==> src/rtl/if_fetch_ctrl_if.sv <==
// Instruction-memory request/response bundle between the fetch controller
// and the instruction memory. The controller is the master (issues req/addr),
// the memory is the slave (returns ready, rvalid and rdata).
interface if_fetch_ctrl_if #(
    parameter int XLEN = 32
);
    logic            imem_req;
    logic [XLEN-1:0] imem_addr;
    logic            imem_ready;
    logic            imem_rvalid;
    logic [31:0]     imem_rdata;

    modport master (
        output imem_req,
        output imem_addr,
        input  imem_ready,
        input  imem_rvalid,
        input  imem_rdata
    );

    modport slave (
        input  imem_req,
        input  imem_addr,
        output imem_ready,
        output imem_rvalid,
        output imem_rdata
    );
endinterface

==> src/rtl/if_fetch_ctrl.sv <==
// Instruction-fetch controller. Fetches the instruction at the current PC,
// loads the IF/ID pipeline register, steers the PC register (hold / next PC /
// redirect), parks a response in a one-entry skid buffer while decode is
// stalled, and drops responses that became stale because of a redirect.
module if_fetch_ctrl #(
    parameter int          XLEN      = 32,
    parameter logic [31:0] NOP_INSTR = 32'h0000_0013,
    parameter int          CNT_W     = 32
) (
    input  logic             clk,
    input  logic             srst,
    input  logic [XLEN-1:0]  pc,
    output logic [XLEN-1:0]  pc_next,
    output logic             stall_f,
    input  logic             stall_d,
    input  logic             pc_src_e,
    input  logic [XLEN-1:0]  pc_target_e,
    if_fetch_ctrl_if.master  imem,
    output logic [31:0]      instr_d,
    output logic [XLEN-1:0]  pc_d,
    output logic [XLEN-1:0]  pc_plus4_d,
    output logic             valid_d,
    output logic [CNT_W-1:0] fetch_cnt
);

    typedef enum logic [1:0] {
        ST_FETCH = 2'd0,
        ST_WAIT  = 2'd1,
        ST_HOLD  = 2'd2,
        ST_DRAIN = 2'd3
    } state_t;

    localparam logic [XLEN-1:0]  PC_INC  = XLEN'(32'd4);
    localparam logic [CNT_W-1:0] CNT_MAX = {CNT_W{1'b1}};
    localparam logic [CNT_W-1:0] CNT_ONE = CNT_W'(32'd1);

    state_t            state_r;
    state_t            state_s;

    // skid buffer: one parked response while decode is stalled
    logic              skid_valid_r;
    logic [31:0]       skid_instr_r;
    logic [XLEN-1:0]   skid_pc_r;

    // IF/ID pipeline register
    logic              valid_d_r;
    logic [31:0]       instr_d_r;
    logic [XLEN-1:0]   pc_d_r;
    logic [XLEN-1:0]   pc_plus4_d_r;
    logic [CNT_W-1:0]  fetch_cnt_r;

    // per-cycle decisions
    logic              load_s;
    logic [31:0]       load_instr_s;
    logic [XLEN-1:0]   load_pc_s;
    logic              skid_cap_s;
    logic              stall_f_s;
    logic              imem_req_s;

    assign imem.imem_req  = imem_req_s;
    assign imem.imem_addr = pc;
    assign stall_f        = stall_f_s;
    assign pc_next        = pc_src_e ? pc_target_e : (pc + PC_INC);

    assign valid_d    = valid_d_r;
    assign instr_d    = instr_d_r;
    assign pc_d       = pc_d_r;
    assign pc_plus4_d = pc_plus4_d_r;
    assign fetch_cnt  = fetch_cnt_r;

    // State register: fetch FSM state, async reset to FETCH
    always_ff @(posedge clk or posedge srst) begin
        if (srst) begin
            state_r <= ST_FETCH;
        end else begin
            state_r <= state_s;
        end
    end

    // Next-state logic: a redirect drains only when a request is still in flight
    always_comb begin
        state_s = state_r;
        case (state_r)
            ST_FETCH: begin
                if (imem.imem_ready) begin
                    state_s = pc_src_e ? ST_DRAIN : ST_WAIT;
                end else begin
                    state_s = ST_FETCH;
                end
            end
            ST_WAIT: begin
                if (pc_src_e) begin
                    state_s = imem.imem_rvalid ? ST_FETCH : ST_DRAIN;
                end else if (imem.imem_rvalid) begin
                    state_s = stall_d ? ST_HOLD : ST_FETCH;
                end else begin
                    state_s = ST_WAIT;
                end
            end
            ST_HOLD: begin
                if (pc_src_e || !stall_d) begin
                    state_s = ST_FETCH;
                end else begin
                    state_s = ST_HOLD;
                end
            end
            ST_DRAIN: begin
                if (imem.imem_rvalid) begin
                    state_s = ST_FETCH;
                end else begin
                    state_s = ST_DRAIN;
                end
            end
            default: state_s = ST_FETCH;
        endcase
    end

    // Output logic: pick the IF/ID load source and release the PC only on hand-off or redirect
    always_comb begin
        load_s       = 1'b0;
        load_instr_s = NOP_INSTR;
        load_pc_s    = {XLEN{1'b0}};
        skid_cap_s   = 1'b0;
        imem_req_s   = 1'b0;
        case (state_r)
            ST_FETCH: begin
                imem_req_s = 1'b1;
            end
            ST_WAIT: begin
                if (imem.imem_rvalid && !pc_src_e) begin
                    if (stall_d) begin
                        skid_cap_s = 1'b1;
                    end else begin
                        load_s       = 1'b1;
                        load_instr_s = imem.imem_rdata;
                        load_pc_s    = pc;
                    end
                end else begin
                    load_s = 1'b0;
                end
            end
            ST_HOLD: begin
                if (skid_valid_r && !stall_d && !pc_src_e) begin
                    load_s       = 1'b1;
                    load_instr_s = skid_instr_r;
                    load_pc_s    = skid_pc_r;
                end else begin
                    load_s = 1'b0;
                end
            end
            default: begin
                load_s = 1'b0;
            end
        endcase
        stall_f_s = ~(load_s | pc_src_e);
    end

    // Skid buffer: park a response that arrives under a decode stall, drop it on redirect or use
    always_ff @(posedge clk or posedge srst) begin
        if (srst) begin
            skid_valid_r <= 1'b0;
            skid_instr_r <= NOP_INSTR;
            skid_pc_r    <= {XLEN{1'b0}};
        end else if (pc_src_e) begin
            skid_valid_r <= 1'b0;
        end else if (skid_cap_s) begin
            skid_valid_r <= 1'b1;
            skid_instr_r <= imem.imem_rdata;
            skid_pc_r    <= pc;
        end else if (load_s) begin
            skid_valid_r <= 1'b0;
        end else begin
            skid_valid_r <= skid_valid_r;
        end
    end

    // IF/ID register: flush beats stall, stall holds, otherwise load or insert a bubble
    always_ff @(posedge clk or posedge srst) begin
        if (srst) begin
            valid_d_r    <= 1'b0;
            instr_d_r    <= NOP_INSTR;
            pc_d_r       <= {XLEN{1'b0}};
            pc_plus4_d_r <= {XLEN{1'b0}};
        end else if (pc_src_e) begin
            valid_d_r <= 1'b0;
            instr_d_r <= NOP_INSTR;
        end else if (load_s) begin
            valid_d_r    <= 1'b1;
            instr_d_r    <= load_instr_s;
            pc_d_r       <= load_pc_s;
            pc_plus4_d_r <= load_pc_s + PC_INC;
        end else if (!stall_d) begin
            valid_d_r <= 1'b0;
            instr_d_r <= NOP_INSTR;
        end else begin
            valid_d_r <= valid_d_r;
        end
    end

    // Delivered-instruction counter, saturating at all-ones
    always_ff @(posedge clk or posedge srst) begin
        if (srst) begin
            fetch_cnt_r <= {CNT_W{1'b0}};
        end else if (load_s && (fetch_cnt_r != CNT_MAX)) begin
            fetch_cnt_r <= fetch_cnt_r + CNT_ONE;
        end else begin
            fetch_cnt_r <= fetch_cnt_r;
        end
    end

endmodule

==> src/flat_wrapper.sv <==
// flat-port wrapper written by rule: the top's interface ports become plain ports
module if_fetch_ctrl_flat 
#(
    parameter int          XLEN      = 32,
    parameter logic [31:0] NOP_INSTR = 32'h0000_0013,
    parameter int          CNT_W     = 32
)
  (clk, srst, pc, pc_next, stall_f, stall_d, pc_src_e, pc_target_e, instr_d, pc_d, pc_plus4_d, valid_d, fetch_cnt, imem_imem_req, imem_imem_addr, imem_imem_ready, imem_imem_rvalid, imem_imem_rdata);
  if_fetch_ctrl_if #(.XLEN(XLEN)) imem_i ();
  input  logic clk;
  input  logic srst;
  input  logic [XLEN-1:0] pc;
  output logic [XLEN-1:0] pc_next;
  output logic stall_f;
  input  logic stall_d;
  input  logic pc_src_e;
  input  logic [XLEN-1:0] pc_target_e;
  output logic [31:0] instr_d;
  output logic [XLEN-1:0] pc_d;
  output logic [XLEN-1:0] pc_plus4_d;
  output logic valid_d;
  output logic [CNT_W-1:0] fetch_cnt;
  output wire logic [$bits(imem_i.imem_req)-1:0] imem_imem_req;
  output wire logic [$bits(imem_i.imem_addr)-1:0] imem_imem_addr;
  input wire logic [$bits(imem_i.imem_ready)-1:0] imem_imem_ready;
  input wire logic [$bits(imem_i.imem_rvalid)-1:0] imem_imem_rvalid;
  input wire logic [$bits(imem_i.imem_rdata)-1:0] imem_imem_rdata;
  assign imem_imem_req = imem_i.imem_req;
  assign imem_imem_addr = imem_i.imem_addr;
  assign imem_i.imem_ready = imem_imem_ready;
  assign imem_i.imem_rvalid = imem_imem_rvalid;
  assign imem_i.imem_rdata = imem_imem_rdata;
  if_fetch_ctrl #(.XLEN(XLEN), .NOP_INSTR(NOP_INSTR), .CNT_W(CNT_W)) u_core (.clk(clk), .srst(srst), .pc(pc), .pc_next(pc_next), .stall_f(stall_f), .stall_d(stall_d), .pc_src_e(pc_src_e), .pc_target_e(pc_target_e), .imem(imem_i), .instr_d(instr_d), .pc_d(pc_d), .pc_plus4_d(pc_plus4_d), .valid_d(valid_d), .fetch_cnt(fetch_cnt));
endmodule
==> config.mk <==
export PLATFORM = sky130hd
export DESIGN_NAME = if_fetch_ctrl_flat
export DESIGN_NICKNAME = d
export VERILOG_FILES = /design/src/rtl/if_fetch_ctrl_if.sv /design/src/rtl/if_fetch_ctrl.sv /design/src/flat_wrapper.sv
export SDC_FILE = /design/constraint.sdc
export NUM_CORES = 1
export LEC_CHECK = 0
export ABC_CLOCK_PERIOD_IN_PS = 11200
export CORE_UTILIZATION = 39
export DETAILED_ROUTE_END_ITERATION = 7
export PLACE_DENSITY = 0.68
export SLEW_MARGIN = 30
export SYNTH_ARGS = -nofsm -noshare
export SYNTH_HDL_FRONTEND = slang
export SYNTH_SLANG_ARGS = --single-unit
==> constraint.sdc <==
create_clock -name clk -period 11.2 [get_ports clk]
set_clock_uncertainty 0.15 [all_clocks]
set_input_delay 1.12 -clock clk [delete_from_list [all_inputs] [get_ports clk]]
set_output_delay 1.12 -clock clk [all_outputs]
set_load 0.01 [all_outputs]
Yosys cells after proc, flatten, opt, wreduce, memory -nomap -nowiden:

Index checks and enable logic that the tools add are counted.
W data, S select, Z words.

* input bits: 102
* register bits after elaboration: 196
* output and inout bits: 195
* logic and storage cells: 65

* bitwise logic cells: 3
* add/sub/neg operators: 3
* eq/ne operators: 5
* mux-type cells: 34
* reduce and logical (&&, ||, !) cells: 11

Operators by type and width (count)
* $mux W32: 10
* $pmux W32 S2: 2
* $add A32 B3 Y32 const B: 2
* $add A32 B1 Y32 const B: 1
* $ne A32 B32 Y1 const B: 1
* $mux W2: 7
* $mux W1: 13
* $pmux W2 S4: 1
* $eq A2 B2 Y1 const B: 2
* $logic_and A1 B1 Y1: 4
* $reduce_and A2 Y1: 2
* $ne A3 B1 Y1 const B: 1
* $reduce_bool A3 Y1: 1
* $eq A2 B1 Y1 const B: 1
* $logic_not A1 Y1: 2
* $logic_not A2 Y1: 1
* $not A1 Y1: 2
* $pmux W1 S2: 1
* $logic_or A1 B1 Y1: 1
* $or A1 B1 Y1: 1

Longest topological paths before layout:

Gate-level depths: netlist (run 1).

* depth in word-level cells: 8
* gate-level depth with buffers: 17
* mapped depth without buffers: 12

Worst setup path before layout (run 1):

OpenSTA, ideal clock, no wires.

* path kind: input-to-reg
* start point: in pc_src_e
* end point: reg u_core.pc_plus4_d_r[30] (netlist: u_core.pc_plus4_d[30])
* stages on the path: 15
* data required time: 10926 ps
* library setup time: 124 ps
* arrival: 4042 ps
* path buffers: 5
* slack: 6884 ps
* path through: and4bb_2 -> buf_4 -> buf_4 -> buf_2 -> buf_2 -> clkbuf_1 -> a22oi_1 -> nor2_1 -> ha_1 -> nand2_1 -> nor2_1 -> nand4_1 -> nor3_1 -> a21boi_1 -> a211o_1

* longest elaborated chain between the ends: 5
* elaborated cells between the ends (all ways): 12
* those cells by class: add/sub (1); mux (6); bitwise (1); reduce/logical (4)

RTL lines
* start, declared: line flat_wrapper.sv:16 `input logic pc_src_e;`
* $logic_not A1 Y1 (*): line if_fetch_ctrl.sv:130, if_fetch_ctrl.sv:143
* $logic_and A1 B1 Y1 (on tied branches): line if_fetch_ctrl.sv:143, if_fetch_ctrl.sv:130
* $mux W32 (on tied branches): line if_fetch_ctrl.sv:143, if_fetch_ctrl.sv:130
* $pmux W32 S2 (*): line if_fetch_ctrl.sv:125 `case (state_r)`
* via u_core.load_pc_s[2]: line if_fetch_ctrl.sv:55 `logic [XLEN-1:0] load_pc_s;`
* $add A32 B3 Y32 (*): line if_fetch_ctrl.sv:191 `pc_plus4_d_r <= load_pc_s + PC_INC;`
* end signal, assigned: line if_fetch_ctrl.sv:183 `pc_plus4_d_r <= {XLEN{1'b0}};`
* end signal, assigned: line if_fetch_ctrl.sv:191
* end, declared: line if_fetch_ctrl.sv:49 `logic [XLEN-1:0] pc_plus4_d_r;`

Mark *: on every way through the listed nets, which the timed path passes. The rest lies on a longest branch.
A chain may end at the register's enable or synchronous reset.

Worst setup path in the final report (run 1):

* start point: in pc[2]
* end point: out pc_next[26]

* longest elaborated chain between the ends: 2

RTL lines
* start, declared: line flat_wrapper.sv:12 `input logic [XLEN-1:0] pc;`
* $add A32 B3 Y32: line if_fetch_ctrl.sv:63 `assign pc_next = pc_src_e ? pc_target_e : (pc + PC_INC);`
* $mux W32: line if_fetch_ctrl.sv:63
* end, declared: line flat_wrapper.sv:13 `output logic [XLEN-1:0] pc_next;`

No other way between the ends.

==> results of run 1 <==
[stage by stage]
| stage | power (mW) | utilization | hold slack [ns] |
|---|---|---|---|
| floorplan | 1.29 | - | 0.323 |
| global placement | 1.55 | 0.514 | 0.310 |
| detailed placement | 1.57 | 0.515 | 0.314 |
| CTS | 2.21 | 0.539 | 0.335 |
| global route | 2.30 | 0.540 | 0.347 |
| finish | 2.19 | 0.540 | 0.329 |
[worst max-delay path: cells and delay by family]
kind                     cells  cell delay [ns]
AND/OR/NAND/NOR              5             1.61
buffers and inverters        2             1.23
adder cells (fa/ha/maj)      1             0.25
AO/OA/AOI/OAI                1             0.16
XOR/XNOR                     1             0.15
[layer usage]
metal	part of all wire	global-route usage
met5	0	0
met4	0.022	0.0738
met3	0.057	0.0498
met2	0.48	0.361
met1	0.44	0.292
[flip-flops by register name (all words and copies together) (netlist names)]
| name | cells |
|---|---|
| u_core.skid_valid_r | 1 |
| u_core.valid_d | 1 |
| u_core.skid_pc_r | 32 |
| u_core.pc_d | 30 |
| u_core.instr_d | 32 |
| u_core.fetch_cnt | 32 |
| u_core.pc_plus4_d | 32 |
| u_core.state_r | 2 |
| u_core.skid_instr_r | 32 |
[power by group through the flow]
stage / Sequential [mW] / Combinational [mW] / Clock, mW
floorplan: 0.983 / 0.307 / 0
global placement: 0.975 / 0.576 / 0
detailed placement: 0.983 / 0.587 / 0
CTS: 0.970 / 0.589 / 0.649
global route: 0.991 / 0.637 / 0.676
finish: 0.971 / 0.583 / 0.632
[cell type report]
| cell class | instances | area (um^2) |
|---|---|---|
| repair buffers | 305 | 3040 |
| clock buffers | 17 | 425 |
| flip-flops and latches | 194 | 4860 |
| inverters | 10 | 45.0 |
| clock inverters | 15 | 188 |
| fillers | 2294 | 11600 |
| multi-input cells | 702 | 4580 |
| well taps | 330 | 413 |
[cell families after synthesis]
| kind of cell | share of synthesized area |
|---|---|
| xor+xnor | 0.0677 |
| fa+ha+maj | 0.00880 |
| compound gates | 0.146 |
| simple gates | 0.157 |
| flops | 0.488 |
| mux | 0.0768 |
| buf+inv | 0.0550 |
[how the worst min path moves through the flow]
stage / start / to / slack [ns]
floorplan: u_core.skid_pc_r[27] / u_core.skid_pc_r[27] / 0.32
global placement: u_core.valid_d / u_core.valid_d / 0.31
detailed placement: u_core.pc_plus4_d[2] / u_core.pc_plus4_d[2] / 0.31
CTS: u_core.pc_plus4_d[27] / u_core.pc_plus4_d[27] / 0.33
global route: u_core.pc_d[17] / u_core.pc_d[17] / 0.35
finish: u_core.pc_plus4_d[27] / u_core.pc_plus4_d[27] / 0.33
[synth_stat cells (all sizes together) (19+ instances only)]
| cell type | n | area, um^2 |
|---|---|---|
| a22oi | 55 | 418 |
| xor2 | 34 | 298 |
| nand2 | 162 | 608 |
| xnor2 | 43 | 377 |
| nand3 | 33 | 165 |
| clkbuf | 44 | 166 |
| mux2 | 67 | 754 |
| buf | 49 | 344 |
| nor2 | 38 | 143 |
| nand4 | 19 | 125 |
| dfrtp | 188 | 4700 |
| o21ai | 105 | 526 |
==> results.yml, run 1 <==
power_and_ir_drop:
  share_comb_of_total_power: 0.267
  clkPwrFrac: 0.289
  power.switching_mw: 0.708
  cellPowerDensity_nw_per_um2: 161
  leakage_nw: 5.56
  p_int_mw: 1.48
  power.share.sequential: 0.444
  netSwitchingFraction: 0.324
  irDropWorstVdd_uv: 114
setup_path:
  startpoint: "pc[2]"
  timing.reg2reg.worst_path_depth: 10
  critPathRequiredTime_ns: 9.93
  start_kind: "primary input"
  worstSetupEndpoint: "pc_next[26]"
  crit_path_max_fanout: 9
  path_cells: "clkdlybuf4s50_1 -> ha_1 -> nand3_1 -> or2_2 -> nor3_1 -> and3_1 -> nand3_1 -> xor2_1 -> o21ai_0 -> clkdlybuf4s50_1"
  setup.reg_to_reg.worst_slack_ns: 6.89
  timing.rr.end: "u_core.pc_plus4_d[30]"
  critical-path-slowest-cell: "clkdlybuf4s50_1"
  worstSetupPathType: "primary input to primary output"
  cp_data_arrival_time_ns: 4.54
  r2r-start: "u_core.state_r[1]"
  crit_path_max_incr_delay_ns: 0.67
  end_kind: "primary output"
layout:
  stdcell_area_um2: 13600
  antennaDiodeCount: 0
  layout_commonest_cell: "clkdlybuf4s50_1"
  syn_to_final_growth_pct: 36.1
  mostFrequentLayoutCells: "295 x clkdlybuf4s50_1, 188 x dfrtp_1, 161 x nand2_1, 105 x o21ai_0, 67 x mux2_2"
  final_net_count: 1339
  final_std_cells_w_o_fill: 1573
  drive_above_1_share: 0.109
place:
  gp_congestion: 0.819
  placed_cells: 1540
  dpl.hpwl_mm: 19.9
  postPlaceCellArea_um2: 12900
  numPortBuffers: 296
  post-place-ws_ns: 5.40
sta:
  setup_slack_ns: 5.39
  relSlewSlack: 0.360
  final_hold_viol_count: 0
  finalCriticalPeriod_ns: 5.81
  worst_max_slew_pin_slew_ns: 0.959
  fin_setup_tns_ns: 0
  post-route-period-util: 0.518
  max_freq_mhz: 172
  setup_viol: 0
  slew_viol_final: 0
  grt_setup_unrepaired: "false"
clocking:
  worstSkewPairLatency_ns: 0.43
  clkTransAtPathRegs_ns: 0.08
  htree_num_levels: 4
  post_cts_hold_buffer_count: 0
  clockBufferDepth: 2
  tritoncts: "built"
  numClockSinks: 194
  tritoncts.num_buffers: 17
  postcts_setup_bufs: 0
  post_cts.resized_instances: 0
  ctsRootBufferMaster: "clkbuf_16"
yosys:
  part_of_the_yosys_area_used_for_sequential_elements: 0.488
  synth-warning-count: 0
  net_count_synth: 1108
  post_synth.cell_area_avg_um2: 9.97
  synth_enable_flop_cells: 0
  synth.ff_latch_count: 194
  synthDistinctLibCells: 60
  synth_area_um2: 9960
  syn-instance-count: 999
  synthArstFlopShare: 1.00
  synthFlopType: "dfrtp_1"
die:
  fp.dieArea_um2: 26200
  boundaryPins: 297
  die_w_um: 162
  placement_rows: 58
  initial_core_utilization: 0.397
  die_boundary_height_um: 162
  placeable_area_um2: 25100
route:
  drt_pass_1_iters: 5
  drt.antenna.violating_nets: 0
  dr_total_vias: 8372
  detailedRoute.firstIterationViolations: 514
  routed_wire_length_per_instance_um: 18.1
  routed_wirelength_mm: 28.5
  vias_per_cell: 5.32
  drc_errors: 0
hold_path:
  min_delay_path_depth: 2
  hp-class: "flip-flop to flip-flop"
global_routing:
  overflow: 0
  maximum_number_of_pins_on_one_net_before_global_route_repair: 92
  grt_usage: 0.222
  first_pass_grt_wire_length_mm: 45.5
  first_global_vias: 8257
  initial_antenna_violation_count: 0
outcome:
  status: "complete, no violations"
job:
  maxCapViolCount: 0
Power figures use the tool's default switching activity.
==> inputs of run 2 (changes only) <==
ABC_CLOCK_PERIOD_IN_PS = 5930   (was 11200)
clock period = 5.93 ns   (was 11.2 ns; I/O delays follow)
==> results.yml, run 2 (synthesis results as in run 1) <==
outcome:
  status: "complete, no violations"
global_routing:
  initial_antenna_violation_count: 1
  first_global_vias: 8080
  first_pass_grt_wire_length_mm: 45.3
  grt_usage: 0.220
  overflow: 0
  maximum_number_of_pins_on_one_net_before_global_route_repair: 150
setup_path:
  end_kind: "primary output"
  critical-path-slowest-cell: "clkdlybuf4s50_1"
  worst_path_dominant_cell_family: "simple AND/OR/NAND/NOR gates"
  path_cells: "clkdlybuf4s50_1 -> ha_1 -> nand3_1 -> or2_2 -> nor3_1 -> and3_1 -> nand3_1 -> xor2_1 -> o21ai_0 -> clkdlybuf4s50_1"
  worstSetupPathType: "primary input to primary output"
  start_kind: "primary input"
  cp_data_arrival_time_ns: 4.01
  crit_path_max_fanout: 9
  crit_path_max_incr_delay_ns: 0.65
  critical_path_buf_inv_count: 2
  critPathRequiredTime_ns: 5.19
clocking:
  postcts_setup_bufs: 0
  ctsRootBufferMaster: "clkbuf_16"
  post_cts.resized_instances: 0
  htree_num_levels: 4
  clockBufferDepth: 2
  post_cts_hold_buffer_count: 0
  worstSkewPairLatency_ns: 0.44
  tritoncts.num_buffers: 17
  tritoncts: "built"
  numClockSinks: 194
  clkTransAtPathRegs_ns: 0.07
route:
  drt_pass_1_iters: 5
  vias_per_cell: 5.28
  drt.antenna.violating_nets: 0
  drc_errors: 0
  dr_total_vias: 8305
  routed_wirelength_mm: 27.9
  routed_wire_length_per_instance_um: 17.7
  detailedRoute.firstIterationViolations: 452
layout:
  antennaDiodeCount: 0
  final_std_cells_w_o_fill: 1574
  final_net_count: 1340
  num-fill-cells: 2310
  syn_to_final_growth_pct: 35.9
  drive_above_1_share: 0.108
  mostFrequentLayoutCells: "295 x clkdlybuf4s50_1, 188 x dfrtp_1, 161 x nand2_1, 105 x o21ai_0, 67 x mux2_2"
  post-route-util: 0.539
  layout_commonest_cell: "clkdlybuf4s50_1"
sta:
  fin_setup_tns_ns: 0
  finalCriticalPeriod_ns: 4.75
  worst_hold_slack_ns: 0.318
  grt_setup_unrepaired: "false"
  slew_viol_final: 0
  relSlewSlack: 0.379
  setup_viol: 0
  setup_slack_ns: 1.18
  post-route-period-util: 0.801
  max_freq_mhz: 210
  final_hold_viol_count: 0
  worst_max_slew_pin_slew_ns: 0.931
place:
  placed_cells: 1542
  post-place-ws_ns: 1.14
  gp_congestion: 0.816
  dpl.hpwl_mm: 19.8
  numPortBuffers: 296
hold_path:
  hp-class: "flip-flop to flip-flop"
power_and_ir_drop:
  leakage_nw: 5.55
  irDropWorstVdd_uv: 182
  cellPowerDensity_nw_per_um2: 301
die:
  fp.dieArea_um2: 26200
  die_boundary_height_um: 162
  die_w_um: 162
  initial_core_utilization: 0.397
  placeable_area_um2: 25100
  boundaryPins: 297
  placement_rows: 58
job:
  maxCapViolCount: 0
[run 2: layer usage]
metal | GRT usage | part of all wire
met3 | 0.0488 | 0.059
met1 | 0.292 | 0.44
met5 | 0 | 0
met2 | 0.359 | 0.48
met4 | 0.0605 | 0.016
[run 2: where the power goes]
| part | internal, mW | switching, mW | leakage, nW |
|---|---|---|---|
| registers | 1.64 | 0.193 | 2.55 |
| clock network | 0.562 | 0.575 | 0.280 |
| logic | 0.573 | 0.523 | 2.72 |
| total | 2.78 | 1.29 | 5.55 |
[run 2: through the flow]
step / power [mW] / instance area (um^2)
CTS: 4.12 / 13500
finish: 4.07 / 13500
detailed placement: 2.97 / 12900
floorplan: 2.44 / 9960
global placement: 2.93 / 12900
global route: 4.30 / 13500
[run 2: worst paths after layout]
check                      slack (ns)             startpoint               endpoint  cells past startpoint
min reg2reg                      0.32  u_core.pc_plus4_d[14]  u_core.pc_plus4_d[14]                      2
min                              0.32  u_core.pc_plus4_d[14]  u_core.pc_plus4_d[14]                      2
max                              1.18                  pc[2]            pc_next[30]                     10
max in group asynchronous        4.13                   srst   u_core.skid_pc_r[13]                      3
max reg2reg                      1.84      u_core.state_r[0]  u_core.pc_plus4_d[30]                     12
min in group asynchronous        0.35                   srst        u_core.pc_d[28]                      2
[run 2: tightest hold or removal path, cell delays in order, from the launching register on]
cell,delay (ns)
dfrtp_1,0.35
nand2_1,0.05
nand2_1,0.04
[run 2: layout make-up]
type                       count  area, um^2  area share
clock buffer                  18         429      0.0317
sequential                   194        4860       0.359
tap                          330         413      0.0305
multi-input combinational    702        4580       0.338
clock inverter                14         148      0.0109
inverter                      10        41.3     0.00305
timing repair buffer         306        3060       0.226
